## src/rtl/memory_stage_hs.sv

```systemverilog
// -----------------------------------------------------------------------------
// memory_stage_hs
//   MEM pipeline stage sitting between execute and writeback. Latches the
//   execute bundle, raises a one-cycle branch redirect, runs loads/stores over
//   a valid/ready data-memory bus with byte/half/word(/dword) lanes and
//   sign/zero extension, and hands a valid/ready bundle to writeback.
//
//   Optional feature macro: MEM_ALIGN_CHECK_EN
//     defined   : misaligned loads/stores skip the bus and complete in one
//                 cycle with out_misalign=1, out_reg_write=0, out_read_data=0.
//     undefined : no check; the lane offset is forced to size alignment and
//                 out_misalign is tied to 0.
//
// Ports
//   clk, reset          clock, asynchronous active-high reset
//   flush               kill the op currently held in the stage
//   in_valid/in_ready   execute-side handshake
//   in_*                execute bundle (alu result/address, store data, dest
//                       reg, reg write, load, store, size, unsigned, branch, zero)
//   pcsrc               branch-taken redirect pulse
//   dreq_*              data-memory request (valid/ready, addr, wen, strb, wdata)
//   dresp_valid/rdata   data-memory response (one cycle)
//   out_valid/out_ready writeback-side handshake
//   out_*               writeback bundle and misalignment flag
// -----------------------------------------------------------------------------
module memory_stage_hs #(
   parameter int DATA_W    = 32,
   parameter int ADDR_W    = 32,
   parameter int REG_IDX_W = 5
) (
   input  logic                  clk,
   input  logic                  reset,
   input  logic                  flush,
   input  logic                  in_valid,
   output logic                  in_ready,
   input  logic [DATA_W-1:0]     in_alu_result,
   input  logic [DATA_W-1:0]     in_write_data,
   input  logic [REG_IDX_W-1:0]  in_write_reg,
   input  logic                  in_reg_write,
   input  logic                  in_mem_to_reg,
   input  logic                  in_mem_write,
   input  logic [1:0]            in_mem_size,
   input  logic                  in_mem_unsigned,
   input  logic                  in_branch,
   input  logic                  in_zero,
   output logic                  pcsrc,
   output logic                  dreq_valid,
   input  logic                  dreq_ready,
   output logic [ADDR_W-1:0]     dreq_addr,
   output logic                  dreq_wen,
   output logic [DATA_W/8-1:0]   dreq_strb,
   output logic [DATA_W-1:0]     dreq_wdata,
   input  logic                  dresp_valid,
   input  logic [DATA_W-1:0]     dresp_rdata,
   output logic                  out_valid,
   input  logic                  out_ready,
   output logic [DATA_W-1:0]     out_alu_result,
   output logic [DATA_W-1:0]     out_read_data,
   output logic [REG_IDX_W-1:0]  out_write_reg,
   output logic                  out_reg_write,
   output logic                  out_mem_to_reg,
   output logic                  out_misalign
);

   // state | meaning
   // IDLE  | stage empty, accepts a bundle
   // REQ   | memory request presented (dreq_valid=1), fields frozen
   // WAIT  | request accepted, waiting for dresp_valid
   // DONE  | result presented to writeback (out_valid=1)
   localparam logic [1:0] S_IDLE = 2'd0;
   localparam logic [1:0] S_REQ  = 2'd1;
   localparam logic [1:0] S_WAIT = 2'd2;
   localparam logic [1:0] S_DONE = 2'd3;

   localparam logic [1:0] SZ_B = 2'd0;
   localparam logic [1:0] SZ_H = 2'd1;
   localparam logic [1:0] SZ_W = 2'd2;
   localparam logic [1:0] SZ_D = 2'd3;

   localparam int STRB_W = DATA_W / 8;
   localparam int OFF_W  = (DATA_W == 64) ? 3 : 2;

   logic [1:0]           state_q;
   logic [DATA_W-1:0]    alu_q;
   logic [DATA_W-1:0]    wdata_q;
   logic [REG_IDX_W-1:0] wreg_q;
   logic                 reg_write_q;
   logic                 mem_to_reg_q;
   logic                 mem_write_q;
   logic [1:0]           size_q;
   logic                 unsigned_q;
   logic                 killed_q;
   logic [DATA_W-1:0]    rdata_q;
   logic                 pcsrc_q;

   logic                 capture;
   logic                 mis_in;
   logic                 is_mem_in;
   logic [1:0]           size_in;
   logic                 in_req;

   logic [ADDR_W-1:0]    addr_full;
   logic [OFF_W-1:0]     off_al;
   logic [STRB_W-1:0]    strb_c;
   logic [DATA_W-1:0]    wd_rep;
   logic [DATA_W-1:0]    shifted;
   logic [DATA_W-1:0]    mask;
   logic                 sgn;
   logic [DATA_W-1:0]    ld_ext;

   // A 32-bit datapath has no dword lanes; dword requests degrade to word.
   assign size_in = (DATA_W == 32 && in_mem_size == SZ_D) ? SZ_W : in_mem_size;

`ifdef MEM_ALIGN_CHECK_EN
   logic [OFF_W-1:0] off_in;
   logic             mis_raw;

   assign off_in = in_alu_result[OFF_W-1:0];

   always_comb begin
      mis_raw = 1'b0;
      case (size_in)
         SZ_H:    mis_raw = off_in[0];
         SZ_W:    mis_raw = |off_in[1:0];
         SZ_D:    mis_raw = |off_in;
         default: mis_raw = 1'b0;
      endcase
   end

   assign mis_in = mis_raw & (in_mem_to_reg | in_mem_write);
`else
   assign mis_in = 1'b0;
`endif

   assign in_ready  = (state_q == S_IDLE) | ((state_q == S_DONE) & out_ready);
   assign capture   = in_valid & in_ready & ~flush;
   assign is_mem_in = (in_mem_to_reg | in_mem_write) & ~mis_in;
   assign in_req    = (state_q == S_REQ);

   // Lane offset forced to the access size so the lane math never straddles
   // the bus word.
   always_comb begin
      off_al = alu_q[OFF_W-1:0];
      case (size_q)
         SZ_H:    off_al[0]   = 1'b0;
         SZ_W:    off_al[1:0] = 2'b00;
         SZ_D:    off_al      = '0;
         default: ;
      endcase
   end

   always_comb begin
      strb_c = '0;
      case (size_q)
         SZ_B:    strb_c = STRB_W'(1)    << off_al;
         SZ_H:    strb_c = STRB_W'(3)    << off_al;
         SZ_W:    strb_c = STRB_W'(4'hF) << off_al;
         default: strb_c = '1;
      endcase
   end

   // Store data replicated across every lane group of the access size, so the
   // strobes alone pick the destination bytes.
   always_comb begin
      wd_rep = '0;
      for (int i = 0; i < STRB_W; i++) begin
         case (size_q)
            SZ_B:    wd_rep[8*i +: 8] = wdata_q[7:0];
            SZ_H:    wd_rep[8*i +: 8] = wdata_q[8*(i%2) +: 8];
            SZ_W:    wd_rep[8*i +: 8] = wdata_q[8*(i%4) +: 8];
            default: wd_rep[8*i +: 8] = wdata_q[8*i +: 8];
         endcase
      end
   end

   // Load extraction: shift the addressed lanes down, mask to size, then fill
   // the upper bits with the sign bit unless zero-extending.
   always_comb begin
      shifted = dresp_rdata >> {off_al, 3'b000};
      mask    = '0;
      sgn     = 1'b0;
      case (size_q)
         SZ_B: begin
            mask[7:0] = '1;
            sgn       = shifted[7];
         end
         SZ_H: begin
            mask[15:0] = '1;
            sgn        = shifted[15];
         end
         SZ_W: begin
            mask[31:0] = '1;
            sgn        = shifted[31];
         end
         default: begin
            mask = '1;
            sgn  = shifted[DATA_W-1];
         end
      endcase
      ld_ext = (shifted & mask) | ((sgn & ~unsigned_q) ? ~mask : '0);
   end

   assign addr_full = ADDR_W'(alu_q);

   assign dreq_valid = in_req;
   assign dreq_addr  = in_req ? (addr_full & ~ADDR_W'(STRB_W - 1)) : '0;
   assign dreq_wen   = in_req & mem_write_q;
   assign dreq_strb  = in_req ? strb_c : '0;
   assign dreq_wdata = in_req ? wd_rep : '0;

   always_ff @(posedge clk or posedge reset) begin
      if (reset) begin
         state_q      <= S_IDLE;
         alu_q        <= '0;
         wdata_q      <= '0;
         wreg_q       <= '0;
         reg_write_q  <= 1'b0;
         mem_to_reg_q <= 1'b0;
         mem_write_q  <= 1'b0;
         size_q       <= SZ_B;
         unsigned_q   <= 1'b0;
         killed_q     <= 1'b0;
         rdata_q      <= '0;
         pcsrc_q      <= 1'b0;
      end else begin
         // Redirect is a single pulse tied to the capture edge, so a stalled
         // branch never re-fires it.
         pcsrc_q <= capture & in_branch & in_zero;

         if (capture) begin
            alu_q        <= in_alu_result;
            wdata_q      <= in_write_data;
            wreg_q       <= in_write_reg;
            reg_write_q  <= in_reg_write & ~mis_in;
            mem_to_reg_q <= in_mem_to_reg;
            mem_write_q  <= in_mem_write;
            size_q       <= size_in;
            unsigned_q   <= in_mem_unsigned;
            killed_q     <= 1'b0;
            rdata_q      <= '0;
            state_q      <= is_mem_in ? S_REQ : S_DONE;
         end else begin
            case (state_q)
               S_REQ: begin
                  if (flush) killed_q <= 1'b1;
                  if (dreq_ready) state_q <= S_WAIT;
               end
               S_WAIT: begin
                  if (dresp_valid) begin
                     state_q <= (killed_q | flush) ? S_IDLE : S_DONE;
                     if (mem_to_reg_q & ~killed_q & ~flush) rdata_q <= ld_ext;
                  end else if (flush) begin
                     killed_q <= 1'b1;
                  end
               end
               S_DONE: begin
                  if (flush | out_ready) state_q <= S_IDLE;
               end
               default: ;
            endcase
         end
      end
   end

`ifdef MEM_ALIGN_CHECK_EN
   logic misalign_q;

   always_ff @(posedge clk or posedge reset) begin
      if (reset)        misalign_q <= 1'b0;
      else if (capture) misalign_q <= mis_in;
   end

   assign out_misalign = misalign_q;
`else
   assign out_misalign = 1'b0;
`endif

   assign pcsrc          = pcsrc_q;
   assign out_valid      = (state_q == S_DONE);
   assign out_alu_result = alu_q;
   assign out_read_data  = rdata_q;
   assign out_write_reg  = wreg_q;
   assign out_reg_write  = reg_write_q;
   assign out_mem_to_reg = mem_to_reg_q;

endmodule
```

## config.mk

```make
export PLATFORM = sky130hd
export DESIGN_NAME = memory_stage_hs
export DESIGN_NICKNAME = d
export VERILOG_FILES = /design/src/rtl/memory_stage_hs.sv
export SDC_FILE = /design/constraint.sdc
export NUM_CORES = 1
export LEC_CHECK = 0
export ABC_AREA = 1
export CORE_ASPECT_RATIO = 0.6
export CORE_UTILIZATION = 42
export DETAILED_ROUTE_END_ITERATION = 10
export PLACE_DENSITY = 0.79
export SLEW_MARGIN = 20
export SYNTH_ARGS = -nofsm -noshare
export SYNTH_HDL_FRONTEND = slang
export SYNTH_SLANG_ARGS = --single-unit
```

## constraint.sdc

```tcl
create_clock -name clk -period 3.9 [get_ports clk]
set_input_delay 0.39 -clock clk [delete_from_list [all_inputs] [get_ports clk]]
set_output_delay 0.39 -clock clk [all_outputs]
set_load 0.03 [all_outputs]
```

Word-level counts from Yosys, hierarchy flattened
Index checks and enable logic that the tools add are counted.
{"block": "op_classes", "n_reduce_logical": 13, "n_mux": 29, "shifts": 4, "bitwise_logic": 19, "eq_ne": 11}
{"op": "32-bit 2-to-1 mux", "n": 7}
{"op": "32-bit bitwise AND", "n": 1}
{"op": "32-bit inverter", "n": 1}
{"op": "32-bit bitwise OR", "n": 1}
{"op": "32-bit by 5-bit right shift with 32-bit output", "n": 1}
{"op": "8-bit 2-to-1 mux", "n": 3}
{"op": "16-bit 2-to-1 mux", "n": 1}
{"op": "8-bit case mux with 2 select lines", "n": 1}
{"op": "2-bit 2-to-1 mux", "n": 7}
{"op": "4-bit case mux with 3 select lines", "n": 1}
{"op": "2-bit == test, second input constant", "n": 5}
{"op": "1-bit bitwise AND", "n": 9}
{"op": "3-bit != test, second input constant", "n": 3}
{"op": "2-bit case mux with 3 select lines", "n": 1}
{"op": "2-bit nonzero test", "n": 3}
{"op": "1-bit 2-to-1 mux", "n": 5}
{"op": "2-bit by 1-bit == test with 1-bit output, second input constant", "n": 2}
{"op": "2-bit zero test", "n": 2}
{"op": "4-bit 2-to-1 mux", "n": 1}
{"op": "1-bit bitwise OR", "n": 4}
{"op": "1-bit case mux with 2 select lines", "n": 2}
{"op": "4-bit AND reduction", "n": 1}
{"op": "4-bit nonzero test", "n": 1}
{"op": "2-bit OR reduction", "n": 2}
{"op": "9 further kinds", "n": 11}
{"block": "totals", "register_bits": 111, "word_cells": 88, "output_inout_bits": 145, "in_bits": 116}

Logic depth before layout (Yosys ltp)
{"block": "logic_depth", "depth_word": 12, "depth_mapped": 13, "mapped_depth_nobuf": 12}

Least setup slack after synthesis
No wires, ideal clock.
{"block": "synth_path", "kind": "register to output", "start": "register size_q[0]", "end": "output dreq_wdata[22]", "required_time_ns": 3.510, "stages_incl_launch_ff": 9, "setup_slack_ns": 1.639, "arrival_ns": 1.871, "n_path_buf": 2, "path_cell_list": "dfrtp_1 -> inv_1 -> ha_1 -> buf_4 -> inv_4 -> nand2_2 -> clkbuf_1 -> o21ai_0 -> a21oi_1"}
{"block": "synth_via", "elab_chain_cells": 4, "word_cells_on_any_way": 5, "classes_between": "eq/ne: 1; mux: 2; reduce/logical: 2"}
{"element": "start: declaration", "line": "90", "rtl": "logic [1:0] size_q;"}
{"element": "start signal: assignment", "line": "237", "rtl": "size_q <= size_in;"}
{"element": "2-bit by 1-bit == test with 1-bit output or 2-bit zero test (tied branches)", "line": "167", "rtl": "case (size_q)"}
{"element": "2-bit OR reduction (no line) (*)"}
{"element": "8-bit 2-to-1 mux (*)", "line": "167"}
{"element": "32-bit 2-to-1 mux (*)", "line": "209", "rtl": "assign dreq_wdata = in_req ? wd_rep : '0;"}
{"element": "end: declaration", "line": "52", "rtl": "output logic [DATA_W-1:0] dreq_wdata,"}
Mark *: on every way between the ends. The rest lies on a longest branch, timed or not.

Final worst setup path
{"block": "layout_path", "start": "register size_q[0]", "end": "output dreq_wdata[31]"}
{"block": "layout_via", "elab_chain_cells": 3, "word_cells_on_any_way": 4, "classes_between": "eq/ne: 1; mux: 2; reduce/logical: 1"}
{"element": "2-bit by 1-bit == test with 1-bit output or 2-bit zero test (tied branches)", "line": "167"}
{"element": "8-bit case mux with 2 select lines (*)", "line": "167"}
{"element": "32-bit 2-to-1 mux (*)", "line": "209"}
Marked as above.

==> flow_summary.ini <==
[cts]
numCtsBuffers = 9
clkTransAtPathRegs_ns = 0.07
cts.hold.buffers_added = 0
h-tree-depth = 3
insertion_delay_ns = 0.35
post_cts_buffers = 0
clk_path_buf_depth = 2
cts_tree = yes
cts_root_buf = clkbuf_16
clock-sinks = 111
cts_resized = 0

[logic_synthesis]
synthCells = 783
synth-seq-area-share_pct = 47.7
synthesis.area_um2 = 5830
avgSynthCellArea_um2 = 7.44
synth_warnings = 0
synth.distinct_cells = 25
synth_seq_cells = 111

[finish]
final_cell_mix = 271 x nand2_1, 257 x clkdlybuf4s50_1, 111 x dfrtp_1
nNetsFinal = 1132
drive_above_1_share_pct = 4.54
layout_commonest_cell = nand2_1
area_delta_synth_final_pct = 49.0
antenna_cells = 0

[worst_setup_path]
required_ns = 3.51
crit_path_top_delay_cell = clkdlybuf4s50_1
crit_path_max_incr_delay_ns = 0.69
crit_type = flop to primary output
crit_top_cell = inv_1
r2r_cells = 12
start_kind = flop
cp_data_arrival_time_ns = 2.91
worstPathCellList = inv_1 -> ha_1 -> buf_4 -> inv_4 -> nand2_2 -> inv_1 -> a21oi_1 -> nor2_1 -> clkdlybuf4s50_1
critPathMaxFanout = 18
end_kind = primary output

[floorplan]
die_y_um = 93.2
io-pin-count = 261
initial_core_util_pct = 44.2
core-area_um2 = 13200
dieArea_um2 = 14400
rows = 32
die_w_um = 154

[hold_path]
holdPathStages = 2
hold_path_class = flop to flop

[placement]
hpwlAfterDp_um = 13800
gp_congestion = 0.908
portBuffers = 257

[power]
leakagePower_nw = 4.06
max-vdd-ir-drop_mv = 0.356
total_power_mw = 7.09
p_per_area_nw_per_um2 = 817

[sta]
tightest_slew_ns = 1.08
post-route-period-util_pct = 84.6
setup_viol = 0
max-slew-margin-rel_pct = 27.8
final.setup.tns_ns = 0
fin_crit_ns = 3.30
rsz0062_at_grt = false
hold_viol = 0
fmax_mhz = 303
skew_ns = 0.00610
finalMaxSlewViolations = 0

[status]
status = completed

[route]
m1WireLength_um = 8990
wl_um = 19000
drt-pass1-iter-count = 5
via_count = 5942
met2_length_um = 8240
dr.first_iter.drc_count = 444
drc_errors = 0
via_per_inst = 5.02
final_antenna_net_count = 0
wl_per_cell_um = 16.1
dr_wl_met3_um = 1520
top_layer = met4

[global_routing]
grt_pass1_vias = 5460
track_usage_pct = 26.7
grt-ovfl-total = 0
antenna_found_initial = 0
grt_max_degree = 90
grt_pass1_wl_um = 29500

[run]
max_cap_violations = 0
through the flow:
step                hold WS [ns]  std cells  util, %  worst slack (ns)  cell area [µm²]
global placement           0.455       1169     63.6              1.06             8370
global route               0.505       1184     65.9             0.429             8680
finish                     0.480       1184     65.9             0.602             8680
floorplan                  0.444        785        -             0.579             5840
CTS                        0.484       1184     65.9             0.612             8680
detailed placement         0.460       1169     63.6             0.979             8370
area by class of cell:
cell class              instances  area, µm²
clock inverters                 5       81.3
well taps                     170        213
flip-flops and latches        111       2780
clock buffers                  10        229
multi-input cells             546       2440
fillers                      1139       4490
repair buffers                263       2640
inverters                      79        303
synthesized netlist by cell type (all sizes together):
cell | n | area [µm²]
a21oi | 61 | 332
a31oi | 9 | 56.3
buf | 33 | 260
clkbuf | 16 | 60.1
conb | 1 | 3.75
dfrtp | 111 | 2780
ha | 6 | 75.1
inv | 79 | 299
nand2 | 276 | 1050
nand3 | 30 | 160
nor2 | 70 | 268
nor3 | 1 | 16.3
o211ai | 7 | 52.6
o21ai | 83 | 419
kinds of logic (layout without fill, tap and decap cells):
group | after synthesis | count (layout) | synth area share [%]
fa+ha+maj | 6 | 6 | 1.29
other cells | 1 | 3 | 0.0643
compound gates | 160 | 160 | 14.7
simple gates | 377 | 377 | 25.6
flops | 111 | 111 | 47.7
buf+inv | 128 | 357 | 10.6
critical path, delay by kind of cell (launching register included):
kind                     cells  cell delay (ns)
buffers and inverters        5             1.59
AO/OA/AOI/OAI                1             0.17
adder cells (fa/ha/maj)      1             0.20
AND/OR/NAND/NOR              2             0.19
flip-flops                   1             0.41
final timing paths:
check                           slack [ns]                  to              start
worst max register to register        1.13   out_read_data[25]          size_q[0]
min in group asynchronous             0.54  out_alu_result[19]              reset
worst min register to register        0.48   out_read_data[25]  out_read_data[25]
worst max-delay path                  0.60      dreq_wdata[31]          size_q[0]
max in group asynchronous             2.58          state_q[0]              reset
worst min-delay path                  0.48   out_read_data[25]  out_read_data[25]
metal layers:
layer | vias up | global-route usage, %
met4 | 0 | 6.50
met5 | - | 0
met1 | 2758 | 39.1
met2 | 255 | 39.2
li1 | 2903 | -
met3 | 26 | 6.90
where the power goes:
part           leakage, nW  switching (mW)  internal, mW  total [mW]
Sequential            1.41           0.335          1.65        1.99
Clock                0.149           0.427         0.562       0.989
Combinational         2.50            2.63          1.48        4.11
Total                 4.06            3.39          3.70        7.09
No activity file was read; power rests on OpenSTA's default activity.
